[src/rtl/dp_ram_latency_resp_pkg.sv]
// rtl/dp_ram_latency_resp_pkg.sv - shared types and default sizing for the dual-port latency RAM
package dp_ram_latency_resp_pkg;

  localparam int DEF_DATA_WIDTH    = 8;
  localparam int DEF_ADDRESS_WIDTH = 3;
  localparam int DEF_RD_LAT_A      = 2;
  localparam int DEF_RD_LAT_B      = 3;
  localparam int DEF_WR_LAT_A      = 3;
  localparam int DEF_WR_LAT_B      = 4;

  typedef enum logic [1:0] {
    WRITE,
    READ,
    IDLE
  } state_t;

  typedef struct packed {
    logic                         we;
    logic [DEF_ADDRESS_WIDTH-1:0] addr;
    logic [DEF_DATA_WIDTH-1:0]    wdata;
  } req_t;

endpackage

[src/rtl/dp_ram_latency_resp_latency_pipe.sv]
// rtl/dp_ram_latency_resp_latency_pipe.sv - DEPTH-stage valid+payload shift register
// DEPTH=0 is a combinational bypass; payload of a stage only moves when its input is valid.
module dp_ram_latency_resp_latency_pipe #(
  parameter int DEPTH = 1,
  parameter int WIDTH = 8
) (
  input  logic             clk,
  input  logic             rst,
  input  logic             in_valid,
  input  logic [WIDTH-1:0] in_data,
  output logic             out_valid,
  output logic [WIDTH-1:0] out_data
);

  if (DEPTH == 0) begin : g_bypass
    assign out_valid = in_valid;
    assign out_data  = in_data;
  end else begin : g_stages
    logic [DEPTH-1:0] valid_q;
    logic [DEPTH-1:0] valid_d;
    logic [WIDTH-1:0] data_q [DEPTH];
    logic [WIDTH-1:0] data_d [DEPTH];

    always_comb begin
      valid_d[0] = in_valid;
      data_d[0]  = in_valid ? in_data : data_q[0];
      for (int k = 1; k < DEPTH; k++) begin
        valid_d[k] = valid_q[k-1];
        data_d[k]  = valid_q[k-1] ? data_q[k-1] : data_q[k];
      end
      if (rst) begin
        valid_d = '0;
      end
    end

    always_ff @(posedge clk) begin
      valid_q <= valid_d;
      data_q  <= data_d;
    end

    assign out_valid = valid_q[DEPTH-1];
    assign out_data  = data_q[DEPTH-1];
  end

endmodule

[src/rtl/dp_ram_latency_resp.sv]
// rtl/dp_ram_latency_resp.sv - dual-port RAM responder with fixed per-port read/write latencies
// Reads sample the array at request time; writes travel WL-1 stages and commit, A winning ties.
module dp_ram_latency_resp
  import dp_ram_latency_resp_pkg::*;
#(
  parameter int DATA_WIDTH    = DEF_DATA_WIDTH,
  parameter int ADDRESS_WIDTH = DEF_ADDRESS_WIDTH,
  parameter int RD_LAT_A      = DEF_RD_LAT_A,
  parameter int RD_LAT_B      = DEF_RD_LAT_B,
  parameter int WR_LAT_A      = DEF_WR_LAT_A,
  parameter int WR_LAT_B      = DEF_WR_LAT_B
) (
  input  logic                     clk,
  input  logic                     rst,
  input  logic                     a_en,
  input  logic                     a_we,
  input  logic [ADDRESS_WIDTH-1:0] a_addr,
  input  logic [DATA_WIDTH-1:0]    a_wdata,
  output logic [DATA_WIDTH-1:0]    a_rdata,
  output logic                     a_rvalid,
  output logic                     a_wdone,
  input  logic                     b_en,
  input  logic                     b_we,
  input  logic [ADDRESS_WIDTH-1:0] b_addr,
  input  logic [DATA_WIDTH-1:0]    b_wdata,
  output logic [DATA_WIDTH-1:0]    b_rdata,
  output logic                     b_rvalid,
  output logic                     b_wdone,
  output logic                     coll
);

  localparam int WORDS = 2 ** ADDRESS_WIDTH;
  localparam int WP_W  = ADDRESS_WIDTH + DATA_WIDTH;

  if (RD_LAT_A < 1 || RD_LAT_B < 1 || WR_LAT_A < 1 || WR_LAT_B < 1) begin : g_lat_check
    $fatal(1, "dp_ram_latency_resp: every latency parameter must be >= 1");
  end

  logic [DATA_WIDTH-1:0] mem_q [WORDS];
  logic [DATA_WIDTH-1:0] mem_d [WORDS];

  logic                  ra_valid, rb_valid;
  logic [DATA_WIDTH-1:0] ra_data, rb_data;
  logic                  wa_valid, wb_valid;
  logic [WP_W-1:0]       wa_pay, wb_pay;
  logic [ADDRESS_WIDTH-1:0] wa_addr, wb_addr;
  logic [DATA_WIDTH-1:0]    wa_data, wb_data;

  logic a_wdone_q, a_wdone_d, b_wdone_q, b_wdone_d, coll_q, coll_d;
  logic a_rd_seen_q, a_rd_seen_d, b_rd_seen_q, b_rd_seen_d;

  dp_ram_latency_resp_latency_pipe #(.DEPTH(RD_LAT_A), .WIDTH(DATA_WIDTH)) u_rd_pipe_a (
    .clk(clk), .rst(rst), .in_valid(a_en & ~a_we & ~rst), .in_data(mem_q[a_addr]),
    .out_valid(ra_valid), .out_data(ra_data)
  );

  dp_ram_latency_resp_latency_pipe #(.DEPTH(RD_LAT_B), .WIDTH(DATA_WIDTH)) u_rd_pipe_b (
    .clk(clk), .rst(rst), .in_valid(b_en & ~b_we & ~rst), .in_data(mem_q[b_addr]),
    .out_valid(rb_valid), .out_data(rb_data)
  );

  dp_ram_latency_resp_latency_pipe #(.DEPTH(WR_LAT_A - 1), .WIDTH(WP_W)) u_wr_pipe_a (
    .clk(clk), .rst(rst), .in_valid(a_en & a_we & ~rst), .in_data({a_addr, a_wdata}),
    .out_valid(wa_valid), .out_data(wa_pay)
  );

  dp_ram_latency_resp_latency_pipe #(.DEPTH(WR_LAT_B - 1), .WIDTH(WP_W)) u_wr_pipe_b (
    .clk(clk), .rst(rst), .in_valid(b_en & b_we & ~rst), .in_data({b_addr, b_wdata}),
    .out_valid(wb_valid), .out_data(wb_pay)
  );

  assign wa_addr = wa_pay[WP_W-1:DATA_WIDTH];
  assign wa_data = wa_pay[DATA_WIDTH-1:0];
  assign wb_addr = wb_pay[WP_W-1:DATA_WIDTH];
  assign wb_data = wb_pay[DATA_WIDTH-1:0];

  // B is applied first so that A overwrites it on a same-address commit.
  always_comb begin
    mem_d = mem_q;
    if (rst) begin
      for (int i = 0; i < WORDS; i++) begin
        mem_d[i] = '0;
      end
    end else begin
      if (wb_valid) begin
        mem_d[wb_addr] = wb_data;
      end
      if (wa_valid) begin
        mem_d[wa_addr] = wa_data;
      end
    end
  end

  always_comb begin
    a_wdone_d   = ~rst & wa_valid;
    b_wdone_d   = ~rst & wb_valid;
    coll_d      = ~rst & wa_valid & wb_valid & (wa_addr == wb_addr);
    a_rd_seen_d = ~rst & (a_rd_seen_q | ra_valid);
    b_rd_seen_d = ~rst & (b_rd_seen_q | rb_valid);
  end

  always_ff @(posedge clk) begin
    mem_q       <= mem_d;
    a_wdone_q   <= a_wdone_d;
    b_wdone_q   <= b_wdone_d;
    coll_q      <= coll_d;
    a_rd_seen_q <= a_rd_seen_d;
    b_rd_seen_q <= b_rd_seen_d;
  end

  // Pipe payloads survive reset, so read data is masked until the first post-reset read lands.
  assign a_rdata  = (a_rd_seen_q | ra_valid) ? ra_data : '0;
  assign b_rdata  = (b_rd_seen_q | rb_valid) ? rb_data : '0;
  assign a_rvalid = ra_valid;
  assign b_rvalid = rb_valid;
  assign a_wdone  = a_wdone_q;
  assign b_wdone  = b_wdone_q;
  assign coll     = coll_q;

endmodule

[config.mk]
export PLATFORM = sky130hd
export DESIGN_NAME = dp_ram_latency_resp
export DESIGN_NICKNAME = d
export VERILOG_FILES = /design/src/rtl/dp_ram_latency_resp_pkg.sv /design/src/rtl/dp_ram_latency_resp_latency_pipe.sv /design/src/rtl/dp_ram_latency_resp.sv
export SDC_FILE = /design/constraint.sdc
export NUM_CORES = 1
export LEC_CHECK = 0
export CELL_PAD_IN_SITES_DETAIL_PLACEMENT = 0
export CELL_PAD_IN_SITES_GLOBAL_PLACEMENT = 1
export CORE_ASPECT_RATIO = 0.6
export CORE_MARGIN = 3
export CORE_UTILIZATION = 35
export CTS_BUF_LIST = sky130_fd_sc_hd__clkbuf_2
export DETAILED_ROUTE_END_ITERATION = 6
export GPL_TIMING_DRIVEN = 0
export PLACE_DENSITY = 0.67
export SYNTH_ARGS = -nofsm -noshare
export SYNTH_HDL_FRONTEND = slang
export SYNTH_SLANG_ARGS = --single-unit
[constraint.sdc]
create_clock -name clk -period 1.8 [get_ports clk]
set_input_delay 0.18 -clock clk [delete_from_list [all_inputs] [get_ports clk]]
set_output_delay 0.18 -clock clk [all_outputs]
set_load 0.02 [all_outputs]
==> impl_summary.log, run 1 <==
INFO  metric outcome = complete, but fails checks
INFO  metric violations = setup timing
INFO  metric cts_tree = built
INFO  metric die-width = 195 um
INFO  metric leakage = 3.01 nW
INFO  metric drt_iter0_markers = 499
INFO  metric final_replace_weighted_congestion = around 0.91
INFO  metric yosys-top-cells-count = edfxtp_1, nand2_1, dfxtp_1
INFO  metric dominant_combinational_cell_family_by_area_after_synthesis = multiplexers
INFO  metric max-slew-margin-rel = between 30% and 40%
INFO  metric cts_max_level = 4
INFO  metric regToRegEndpoint = mem_q[62]
INFO  metric synth.mux.area_fraction = 15.3%
INFO  metric finish.instance_area = 0.00905 mm2
INFO  metric synth.yosys.warnings = 0
INFO  metric largest_net_degree_at_the_start_of_global_routing = 17
INFO  metric slowest_stage = dfxtp_2
INFO  metric setup_viol = 9
INFO  metric number_of_stages_on_the_worst_hold_path = 1
INFO  metric detailed_place.area = just over 0.008 mm2
INFO  metric final_nets = between 700 and 800
INFO  metric maxCapViolCount = 0
INFO  metric post_synth_fa_ha_maj_area_fraction = 0%
INFO  metric dp_hpwl = ~15000 um
INFO  metric syn-mean-instance-area = approximately 13 um2
INFO  metric first_pass_grt_wire_length = 31200 um
INFO  metric worst_setup_path_start_kind = flop
INFO  metric layout.cells.non_filler = between 900 and 1000
INFO  metric timing.critical_path.buf_inv = 3
INFO  metric synth.ff_latch_count = 174
INFO  metric timing.critical_path.required = ~1.6 ns
INFO  metric global_route.overflow_total = 0
INFO  metric route.vias.total = 5297
INFO  metric post_synth_xor_area_fraction = less than 1%
INFO  metric vert_die_dim = 119 um
INFO  metric maxClockFrequency = 0.528 GHz
INFO  metric holdPathEnd = u_wr_pipe_a.g_stages.data_q[21]
INFO  metric hold_slack = 0.0949 ns
INFO  metric layout_area_overhead = 21.2%
INFO  metric path_max_fanout = 5
INFO  metric regToRegSetupSlack = 0.06 ns
INFO  metric clock_tree.buffer_depth = 2
INFO  metric finClkSkew = between 0.03 and 0.04 ns
INFO  metric wirelength = 20800 um
INFO  metric p_per_area = 745 mW/mm2
INFO  metric routedWlPerCell = 21.3 um
INFO  metric synthArstFlopShare = 0%
INFO  metric synth.top_cell.area_share = between 30% and 40%
INFO  metric global_route.usage.total = 18.0%
INFO  metric fin_setup_tns = -0.436 ns
INFO  metric timing.final.hold_violations = 0
INFO  metric classification_of_the_worst_setup_path = reg -> out
INFO  metric worst_hold_path_type = in -> reg
INFO  metric critPathMaxStageDelay = 0.41 ns
INFO  metric fin_crit_period = about 1.9 ns
INFO  metric clk_latency = 0.78 ns
INFO  metric synth_area_in_simple_gates = 13.3%
INFO  metric yosys.cell_count.top_type = edfxtp_1
INFO  metric synth_area = 0.00746 mm2
INFO  metric final.setup.worst_slack = -0.0939 ns
INFO  metric final_max_slew_viol_count = 0
INFO  metric dieArea = 0.0232 mm2
INFO  metric syn-instance-count = 579
INFO  metric tightestPinTransition = 0.933 ns
INFO  metric timing.critical_path.max_delay_family = flip-flops
INFO  metric grt_setup_unrepaired = yes
INFO  metric synth.distinct_cells = 31
INFO  metric floorplan.rows = 40
INFO  metric path_cells = nor2_4, buf_12, buf_6, nor2b_1, buf_4
INFO  metric antenna_violations_before_repair = 0
INFO  metric dpl_worst_slack = -0.854 ns
INFO  metric timing.critical_path.from = u_rd_pipe_a.g_stages.valid_q[1]
INFO  metric io_buffer_count = 47
INFO  metric crit_arrival = 1.71 ns
INFO  metric synthesis.nets = 607
INFO  metric ys.flop_type = edfxtp_1
INFO  metric ioPinCount = 49
INFO  metric worstReg2RegStart = u_wr_pipe_a.out_data[8]
INFO  metric yosysSeqAreaShare = a little under 60%
INFO  metric floorplan.initialDensity = around 36%
INFO  metric drtAntennaViolNets = 0
INFO  metric reg2reg_depth = 5
INFO  metric tritoncts_buffer_count = 17
INFO  metric area_contributors_post_synth = edfxtp_1, dfxtp_1, mux4_2
INFO  metric clock_tree.root_cell = clkbuf_2
INFO  metric worst_setup_hold_path_clk_slew = 0.24 ns
INFO  metric routed_via_density = 5.42
INFO  metric core = 0.0205 mm2
INFO  metric first_pass_iters = 7
INFO  metric hp-start = a_addr[2]
INFO  metric drive_above_1_share = between 20% and 30%
INFO  metric critical_path.endpoint_type = output port
INFO  metric synth_area_leader_cell = edfxtp_1
INFO  metric grt_pass1_vias = roughly 5200
INFO  metric clock_sink_count = about 170
INFO  metric placed_cells_incl_taps = between 800 and 900
INFO  metric drc_violations = 0
INFO  metric timing.final.crit_share = 105%
INFO  metric vdd.ir_drop.worst = 0.000332 V
INFO  metric synth-compound-area-share = between 7 and 8%
INFO  metric synth_edf_count = 95
==> state kept, by name (all words and copies together) (netlist names), 2 cells and up <==
register,count
u_wr_pipe_a.g_stages.data_q,11
u_rd_pipe_a.g_stages.data_q,8
u_rd_pipe_b.g_stages.valid_q,3
u_wr_pipe_a.out_data,11
u_wr_pipe_a.g_stages.valid_q,2
u_wr_pipe_b.g_stages.valid_q,3
u_rd_pipe_a.g_stages.valid_q,2
u_rd_pipe_b.g_stages.data_q,16
u_wr_pipe_b.g_stages.data_q,22
u_rd_pipe_b.out_data,8
u_wr_pipe_b.out_data,11
u_rd_pipe_a.out_data,8
mem_q,64
==> how the worst max path moves through the flow <==
stage                                 endpoint  depth (start not counted)
6_report                            a_rdata[4]                          5
2_1_floorplan  u_rd_pipe_a.g_stages.data_q[10]                          3
3_3_place_gp   u_rd_pipe_b.g_stages.data_q[20]                          5
4_1_cts                             b_rdata[2]                          3
5_1_grt                             a_rdata[4]                          5
3_5_place_dp    u_rd_pipe_a.g_stages.data_q[8]                          5
==> per-layer routing <==
layer,vias up,track usage [%],share of wire (%)
met2,228,24.3,41
met5,-,0,0
met3,27,5.29,9.6
met1,2661,27.4,48
li1,2381,-,-
met4,0,5.78,1.8
==> worst reg2reg max path, stage by stage (launching register included) <==
cell      delay, ns
edfxtp_1       0.44
buf_6          0.15
or4b_1         0.53
buf_6          0.17
buf_6          0.17
a311oi_2       0.22
==> cells by family (layout without fill, tap and decap cells) <==
kind of cell | Yosys count | after routing
muxes | 72 | 72
buffers and inverters | 63 | 186
AOI/OAI and AO/OA | 64 | 64
and+or+nand+nor | 203 | 204
other | 0 | 1
xor gates and xnor gates | 3 | 3
DFF | 174 | 174
==> cells in the final DEF (no fill, tap or decap), types with 3 or more instances in the layout <==
master,instances
a211oi_1,23
a311oi_1,32
a311oi_2,8
and3b_1,4
and4bb_2,3
buf_1,11
buf_2,22
buf_4,27
buf_6,12
clkbuf_1,18
clkbuf_2,24
clkdlybuf4s50_1,26
clkinvlp_4,4
dfxtp_1,75
dlygate4sd2_1,3
dlygate4sd3_1,28
edfxtp_1,95
inv_6,3
mux2_2,16
mux2i_1,24
mux4_2,32
nand2_1,80
nand4b_1,6
nor2_1,64
nor2_4,4
nor2b_1,18
nor2b_4,5
==> what timing repair did <==
| action | CTS | global route |
|---|---|---|
| setup buffers | 7 | 16 |
| resized for setup | 103 | 27 |
| hold buffers | 28 | 0 |
| setup endpoints to repair | 49 | 63 |
| cloned | 1 | 0 |
| pin swaps | 3 | 5 |
| endpoints found under the hold margin | 27 | 0 |
==> report_power, final <==
part	leakage [nW]	internal (mW)	switching, mW
Combinational	1.37	0.221	0.244
Clock	0.125	0.515	1.44
Sequential	1.52	4.28	0.0498
Total	3.01	5.01	1.73
==> stage by stage <==
stage / power [mW] / util (%)
final: 6.74 / 44.2
after global routing: 7.00 / 44.2
after CTS: 6.80 / 43.3
after global placement: 4.78 / 40.4
after detailed placement: 4.80 / 40.4
after floorplan: 4.60 / -
==> area by class of cell <==
type                    count  area [um2]
flip-flops and latches    174        4440
plain buffers              57         283
diodes                      1        2.50
clock buffers              19        95.1
well taps                 273         342
multi-input cells         343        2870
clock inverters            13         118
repair buffers             97         896
fillers                  1908       11400
(Power assumes the default switching activity.)
==> inputs of run 2 (changes only) <==
--- a/config.mk
+++ b/config.mk
@@ -11,5 +11,5 @@
 export CORE_MARGIN = 3
 export CORE_UTILIZATION = 35
-export CTS_BUF_LIST = sky130_fd_sc_hd__clkbuf_2
+export CTS_BUF_LIST = sky130_fd_sc_hd__clkbuf_4 sky130_fd_sc_hd__clkbuf_8 sky130_fd_sc_hd__clkbuf_16
 export DETAILED_ROUTE_END_ITERATION = 6
 export GPL_TIMING_DRIVEN = 0
==> constraint.sdc (replaced) <==
create_clock -name clk -period 1.8 [get_ports clk]
set_input_delay 0.18 -clock clk [delete_from_list [all_inputs] [get_ports clk]]
set_output_delay 0.18 -clock clk [all_outputs]
set_load 0.05 [all_outputs]
==> impl_summary.log, run 2 (synthesis gave the netlist of run 1 again) <==
INFO  metric outcome = finished clean
INFO  metric dp_hpwl = 15000 um (unchanged)
INFO  metric cts_max_level = 4 (unchanged)
INFO  metric classification_of_the_worst_setup_path = in -> reg
INFO  metric clock_sink_count = 174 (unchanged)
INFO  metric largest_net_degree_at_the_start_of_global_routing = 17 (unchanged)
INFO  metric timing.critical_path.required = 1.98 ns (+0.36 ns)
INFO  metric top_reg_by_flops = mem_q
INFO  metric max-slew-margin-rel = 35.8% (-2.0 points)
INFO  metric layout_area_overhead = 20.1%
INFO  metric worst_hold_path_type = in -> reg
INFO  metric clock_tree.root_cell = clkbuf_16
INFO  metric wirelength = 20500 um (-1.3%)
INFO  metric layout.cells.most_common = edfxtp_1
INFO  metric ioPinCount = 49 (unchanged)
INFO  metric timing.final.hold_violations = 0 (unchanged)
INFO  metric largest_register_ffs = 64 (unchanged)
INFO  metric leakage = 2.95 nW (-1.9%)
INFO  metric tightestPinTransition = 0.963 ns (+0.0305 ns)
INFO  metric io_buffer_count = 47 (unchanged)
INFO  metric cellInternalPower = 6.42 mW (+28%)
INFO  metric route.vias.total = 5138 (-3.0%)
INFO  metric combinationalPowerShare = 5.0% (-1.9 points)
INFO  metric drive_above_1_share = 24.1% (-1.7 points)
INFO  metric critical_path.endpoint_type = flop
INFO  metric core = 0.0205 mm2 (unchanged)
INFO  metric crit_arrival = 1.95 ns (+0.24 ns)
INFO  metric antenna_violations_before_repair = 0 (unchanged)
INFO  metric fin_crit_period = 1.76 ns (-0.129 ns)
INFO  metric worst_setup_path_start_kind = input pin
INFO  metric finish.instance_area = 0.00897 mm2 (-0.89%)
INFO  metric seq_power_share = 52.0% (-12 points)
INFO  metric floorplan.initialDensity = 36.5% (unchanged)
INFO  metric p_per_area = 927 mW/mm2 (+24%)
INFO  metric power = 8.31 mW (+23%)
INFO  metric drt_iter0_markers = 368 (-26%)
INFO  metric setup_viol = 0 (-9)
INFO  metric path_max_fanout = 10 (+5)
INFO  metric final_nets = 680 (-5.3%)
INFO  metric clkPwrFrac = 43.0% (+14 points)
INFO  metric largestRegisters = mem_q x64, u_wr_pipe_b.g_stages.data_q x22, u_rd_pipe_b.g_stages.data_q x16
INFO  metric first_pass_iters = 5 (-2)
INFO  metric die-width = 195 um (unchanged)
INFO  metric vdd.ir_drop.worst = 0.000673 V (+100%)
INFO  metric switching_power = 1.89 mW (+9.3%)
INFO  metric global_route.overflow_total = 0 (unchanged)
INFO  metric finalCoreUtilization = 43.8% (-0.39 points)
INFO  metric maxCapViolCount = 0 (unchanged)
INFO  metric detailed_place.area = 0.00828 mm2 (unchanged)
INFO  metric fin_setup_tns = 0 ns (+0.436 ns)
INFO  metric cts_tree = built
INFO  metric grt_pass1_vias = 5099 (-1.8%)
INFO  metric final_replace_weighted_congestion = 0.911 (unchanged)
INFO  metric clk_latency = 0.44 ns (-0.34 ns)
INFO  metric tritoncts_buffer_count = 17 (unchanged)
INFO  metric switch_share = 22.8% (-2.9 points)
INFO  metric vert_die_dim = 119 um (unchanged)
INFO  metric drtAntennaViolNets = 0 (unchanged)
INFO  metric floorplan.rows = 40 (unchanged)
INFO  metric first_pass_grt_wire_length = 30800 um (-1.3%)
INFO  metric maxClockFrequency = 0.567 GHz (+7.3%)
INFO  metric clock_tree.buffer_depth = 2 (unchanged)
INFO  metric most_frequent_cells_in_the_layout = edfxtp_1, nand2_1, dfxtp_1, nor2_1
INFO  metric routedWlPerCell = 21.8 um (+2.7%)
INFO  metric dieArea = 0.0232 mm2 (unchanged)
INFO  metric global_route.usage.total = 17.9% (-0.13 points)
INFO  metric routed_via_density = 5.47 (+0.92%)
INFO  metric worst_setup_hold_path_clk_slew = 0.06 ns (-0.18 ns)
INFO  metric final_max_slew_viol_count = 0 (unchanged)
INFO  metric timing.final.crit_share = 98.0% (-7.2 points)
INFO  metric grt_setup_unrepaired = yes
INFO  metric regToRegSetupSlack = 0.04 ns (-0.02 ns)
INFO  metric drc_violations = 0 (unchanged)
INFO  metric finClkSkew = 0.0110 ns (-0.0265 ns)
[run 2: cell types whose count changed in the layout (fill, tap and decap cells not counted), sizes merged]
cell,change
clkinv,-1
buf,-26
clkdlybuf4s15,-1
clkdlybuf4s50,+3
dlygate4sd2,+2
dlygate4sd3,-28
clkbuf,+14
nor2,-1
[run 2: worst max-delay path, cell delays in order]
cell             delay, ns
clkdlybuf4s50_1       0.48
buf_2                 0.28
clkbuf_4              0.35
mux4_2                0.36
mux2_2                0.29
[run 2: cell type report]
type / instances / area, um2
Fill cell: 1902 / 11500
Sequential cell: 174 / 4430
Multi-Input combinational cell: 342 / 2800
Timing Repair Buffer: 60 / 497
Clock buffer: 20 / 454
Tap cell: 273 / 342
Buffer: 57 / 322
Clock inverter: 12 / 114
Antenna cell: 1 / 2.50
[run 2: path summary, 6_finish.rpt]
path | depth (start not counted) | startpoint | endpoint
max | 5 | a_addr[1] | u_rd_pipe_a.g_stages.data_q[8]
min | 2 | rst | a_wdone
max reg2reg | 4 | u_wr_pipe_a.out_data[9] | mem_q[31]
min reg2reg | 0 | u_wr_pipe_a.g_stages.data_q[18] | u_wr_pipe_a.out_data[7]
[run 2: metrics by stage]
step	setup slack, ns	hold WS, ns	instances
after floorplan	0.0358	0.256	579
after global placement	-0.821	0.402	899
after detailed placement	-0.854	0.405	899
after CTS	-0.0236	0.235	928
after global routing	-0.0222	0.271	938
final	0.0351	0.251	939
[run 2: metal layers]
metal	vias to the layer above	global-route usage, %	share of wire, %
met5	-	0	0
li1	2313	-	-
met1	2601	26.9	49
met3	23	5.63	7.8
met2	201	24.0	41
met4	0	6.14	1.8
[run 2: repair_timing]
item | 4_1_cts | 5_1_grt
setup endpoints to repair | 68 | 94
hold buffers | 0 | 0
pin swaps | 0 | 3
resized for setup | 37 | 44
cloned | 0 | 0
setup buffers | 0 | 13
[run 2: power by group through the flow]
| stage | combinational (mW) | sequential (mW) | clock, mW |
|---|---|---|---|
| after floorplan | 0.226 | 4.39 | 0 |
| after global placement | 0.403 | 4.40 | 0 |
| after detailed placement | 0.409 | 4.41 | 0 |
| after CTS | 0.412 | 4.32 | 3.65 |
| after global routing | 0.441 | 4.33 | 3.82 |
| final | 0.414 | 4.32 | 3.57 |
==> inputs of run 3 (changes only) <==
SYNTH_HIERARCHICAL = 1   (was default)
==> impl_summary.log, run 3 <==
INFO  metric synth_edf_count = 95 (unchanged)
INFO  metric synth-compound-area-share = 7.50% (-0.28 points)
INFO  metric largest_net_degree_at_the_start_of_global_routing = 17 (unchanged)
INFO  metric number_of_stages_on_the_worst_hold_path = 1 (-1)
INFO  metric vert_die_dim = 121 um (+1.7%)
INFO  metric final.fill_count = 1945 (+2.3%)
INFO  metric synth_area = 0.00774 mm2 (+3.7%)
INFO  metric routed_via_density = 5.50 (+0.47%)
INFO  metric final_max_slew_viol_count = 0 (unchanged)
INFO  metric finish.instance_area = 0.00945 mm2 (+5.3%)
INFO  metric floorplan.rows = 41 (+2.5%)
INFO  metric worst_hold_path_type = in -> reg
INFO  metric final_nets = 717 (+5.4%)
INFO  metric reg2reg_depth = 5 (+1)
INFO  metric grt_pass1_vias = 5341 (+4.7%)
INFO  metric multi_input_area = 0.00290 mm2 (+3.3%)
INFO  metric timing.final.hold_violations = 0 (unchanged)
INFO  metric synth.distinct_cells = 31 (unchanged)
INFO  metric top_reg_by_flops = mem_q
INFO  metric yosys.cell_count.top_type = edfxtp_1
INFO  metric drc_violations = 0 (unchanged)
INFO  metric max-slew-margin-rel = 39.7% (+3.9 points)
INFO  metric largestRegisters = mem_q x64, u_wr_pipe_b/g_stages.data_q x22, u_rd_pipe_b/g_stages.data_q x16
INFO  metric timing.final.crit_share = 97.7% (-0.36 points)
INFO  metric worst_setup_path_start_kind = input pin
INFO  metric synth.ff_latch_count = 174 (unchanged)
INFO  metric finClkSkew = 0.00707 ns (-0.00391 ns)
INFO  metric first_pass_grt_wire_length = 31700 um (+2.8%)
INFO  metric routedWlPerCell = 21.5 um (-1.7%)
INFO  metric syn-mean-instance-area = 12.6 um2 (-2.5%)
INFO  metric timing.critical_path.required = 1.98 ns (about the same)
INFO  metric tightestPinTransition = 0.905 ns (-0.0584 ns)
INFO  metric classification_of_the_worst_setup_path = in -> reg
INFO  metric detailed_place.area = 0.00857 mm2 (+3.5%)
INFO  metric leakage = 3.22 nW (+9.1%)
INFO  metric io_buffer_count = 48 (+2.1%)
INFO  metric synthesis.nets = 644 (+6.1%)
INFO  metric regToRegSetupSlack = 0.06 ns (+0.02 ns)
INFO  metric dieArea = 0.0240 mm2 (+3.5%)
INFO  metric regToRegEndpoint = mem_q[23]
INFO  metric first_pass_iters = 5 (unchanged)
INFO  metric wirelength = 21100 um (+2.7%)
INFO  metric synthArstFlopShare = 0% (unchanged)
INFO  metric core = 0.0213 mm2 (+4.3%)
INFO  metric finalCoreUtilization = 44.3% (+0.46 points)
INFO  metric most_frequent_cells_in_the_layout = edfxtp_1, nand2_1, dfxtp_1, nor2_1, buf_4
INFO  metric floorplan.initialDensity = 36.3% (-0.20 points)
INFO  metric area_contributors_post_synth = edfxtp_1, dfxtp_1, mux4_2
INFO  metric p_per_area = 893 mW/mm2 (-3.6%)
INFO  metric vdd.ir_drop.worst = 0.000702 V (+4.3%)
INFO  metric worstReg2RegStart = u_wr_pipe_a/out_data[9]
INFO  metric clock_sink_count = 174 (unchanged)
INFO  metric clk_latency = 0.43 ns (about the same)
INFO  metric synth_area_in_simple_gates = 12.7% (-0.57 points)
INFO  metric maxCapViolCount = 0 (unchanged)
INFO  metric num_antenna_cells = 0 (-1)
INFO  metric dp_hpwl = 14900 um (-0.65%)
INFO  metric antenna_violations_before_repair = 0 (unchanged)
INFO  metric drt_iter0_markers = 555 (+51%)
INFO  metric fin_crit_period = 1.76 ns (-0.00651 ns)
INFO  metric clock_tree.root_cell = clkbuf_16
INFO  metric synth.mux.area_fraction = 14.7% (-0.54 points)
INFO  metric synth_area_leader_cell = edfxtp_1
INFO  metric setup_viol = 0 (unchanged)
INFO  metric layout_area_overhead = 22.0%
INFO  metric cts_max_level = 4 (unchanged)
INFO  metric yosys-top-cells-count = edfxtp_1, nand2_1, dfxtp_1
INFO  metric ys.flop_type = edfxtp_1
INFO  metric ioPinCount = 49 (unchanged)
INFO  metric fin_setup_tns = 0 ns (unchanged)
INFO  metric critical_path.endpoint_type = flop
INFO  metric worst_setup_hold_path_clk_slew = 0.06 ns (about the same)
INFO  metric die-width = 198 um (+1.8%)
INFO  metric layout.cells.most_common = edfxtp_1
INFO  metric drive_above_1_share = 29.2% (+5.1 points)
INFO  metric cts_tree = built
INFO  metric outcome = finished clean
INFO  metric largest_register_ffs = 64 (unchanged)
INFO  metric tritoncts_buffer_count = 17 (unchanged)
INFO  metric post_synth_fa_ha_maj_area_fraction = 0% (unchanged)
INFO  metric regArea = 0.00443 mm2 (unchanged)
INFO  metric route.vias.total = 5393 (+5.0%)
INFO  metric hp-start = a_wdata[1]
INFO  metric final_replace_weighted_congestion = 0.880 (-3.4%)
INFO  metric drtAntennaViolNets = 0 (unchanged)
INFO  metric maxClockFrequency = 0.569 GHz (+0.37%)
INFO  metric synth.yosys.warnings = 6 (+6)
INFO  metric syn-instance-count = 616 (+6.4%)
INFO  metric clock_tree.buffer_depth = 2 (unchanged)
INFO  metric global_route.overflow_total = 0 (unchanged)
INFO  metric holdPathEnd = u_wr_pipe_a/g_stages.data_q[12]
INFO  metric global_route.usage.total = 18.0% (+0.078 points)
INFO  metric grt_setup_unrepaired = no
INFO  metric dominant_combinational_cell_family_by_area_after_synthesis = multiplexers
INFO  metric post_synth_xor_area_fraction = 0.339% (-0.013 points)
INFO  metric synth.top_cell.area_share = 36.9% (-1.4 points)
INFO  metric crit_arrival = 1.94 ns (about the same)
INFO  metric path_max_fanout = 10 (unchanged)
INFO  metric yosysSeqAreaShare = 57.3% (-2.1 points)
run 3: cell types whose count changed after synthesis:
cell / delta
buf_4: +38
buf_1: -4
nor2b_1: +4
and3b_1: -2
clkbuf_1: +2
nor3b_1: -2
buf_2: +1
run 3: report_power, final:
part / switching [mW] / total, mW / internal (mW)
registers: 0.0327 / 4.28 / 4.24
clock network: 1.60 / 3.78 / 2.18
logic: 0.217 / 0.379 / 0.162
run 3: cells by family (layout without fill, tap and decap cells):
family / Yosys count / in the layout
buf+inv: 100 / 185
mux: 72 / 72
flops: 174 / 174
simple gates: 203 / 204
xor+xnor: 3 / 3
compound gates: 64 / 64
run 3: per-layer routing:
layer	wire length [um]	vias to the layer above	share of wire [%]	track usage [%]
met5	0	-	0	0
met4	212	0	1.0	3.75
met3	1830	29	8.7	4.66
met2	8980	267	43	25.7
met1	10000	2714	48	27.3
li1	-	2383	-	-
run 3: worst max-delay path by stage:
stage | start | end | cells after the start
after floorplan | u_rd_pipe_a/g_stages.valid_q[1] | a_rdata[0] | 2
after global placement | rst | u_rd_pipe_b/g_stages.data_q[21] | 4
after detailed placement | rst | u_rd_pipe_b/g_stages.data_q[21] | 4
after CTS | u_rd_pipe_b/g_stages.valid_q[2] | b_rdata[2] | 3
after global routing | u_wr_pipe_a/out_data[10] | mem_q[58] | 6
final | a_addr[1] | u_rd_pipe_a/g_stages.data_q[8] | 5
run 3: cell type report:
class	count	area share, %
Sequential cell	174	46.9
Clock buffer	17	4.50
Timing Repair Buffer	59	5.82
Clock inverter	15	1.80
Multi-Input combinational cell	343	30.7
Tap cell	279	3.70
Buffer	94	6.58
run 3: critical path, stage by stage:
cell and delay [ns]:
clkdlybuf4s50_1 0.48, buf_2 0.28, clkbuf_4 0.34, mux4_2 0.35
mux2_2 0.29
run 3: repair_timing:
action / in CTS / in global routing
endpoints found under the setup margin: 141 / 84
buffers inserted: 6 / 5
resized for setup: 53 / 43
cloned: 1 / 0
pin swaps: 5 / 2
hold buffers: 0 / 0
run 3: stage by stage:
stage	cells	hold WS, ns	setup slack, ns	total power [mW]
final	981	0.305	0.0416	8.44
after global placement	943	0.404	-1.71	4.71
after CTS	977	0.293	0.00280	8.49
after floorplan	616	0.252	0.0358	4.54
after detailed placement	943	0.405	-1.78	4.72
after global routing	981	0.297	0.00197	8.68
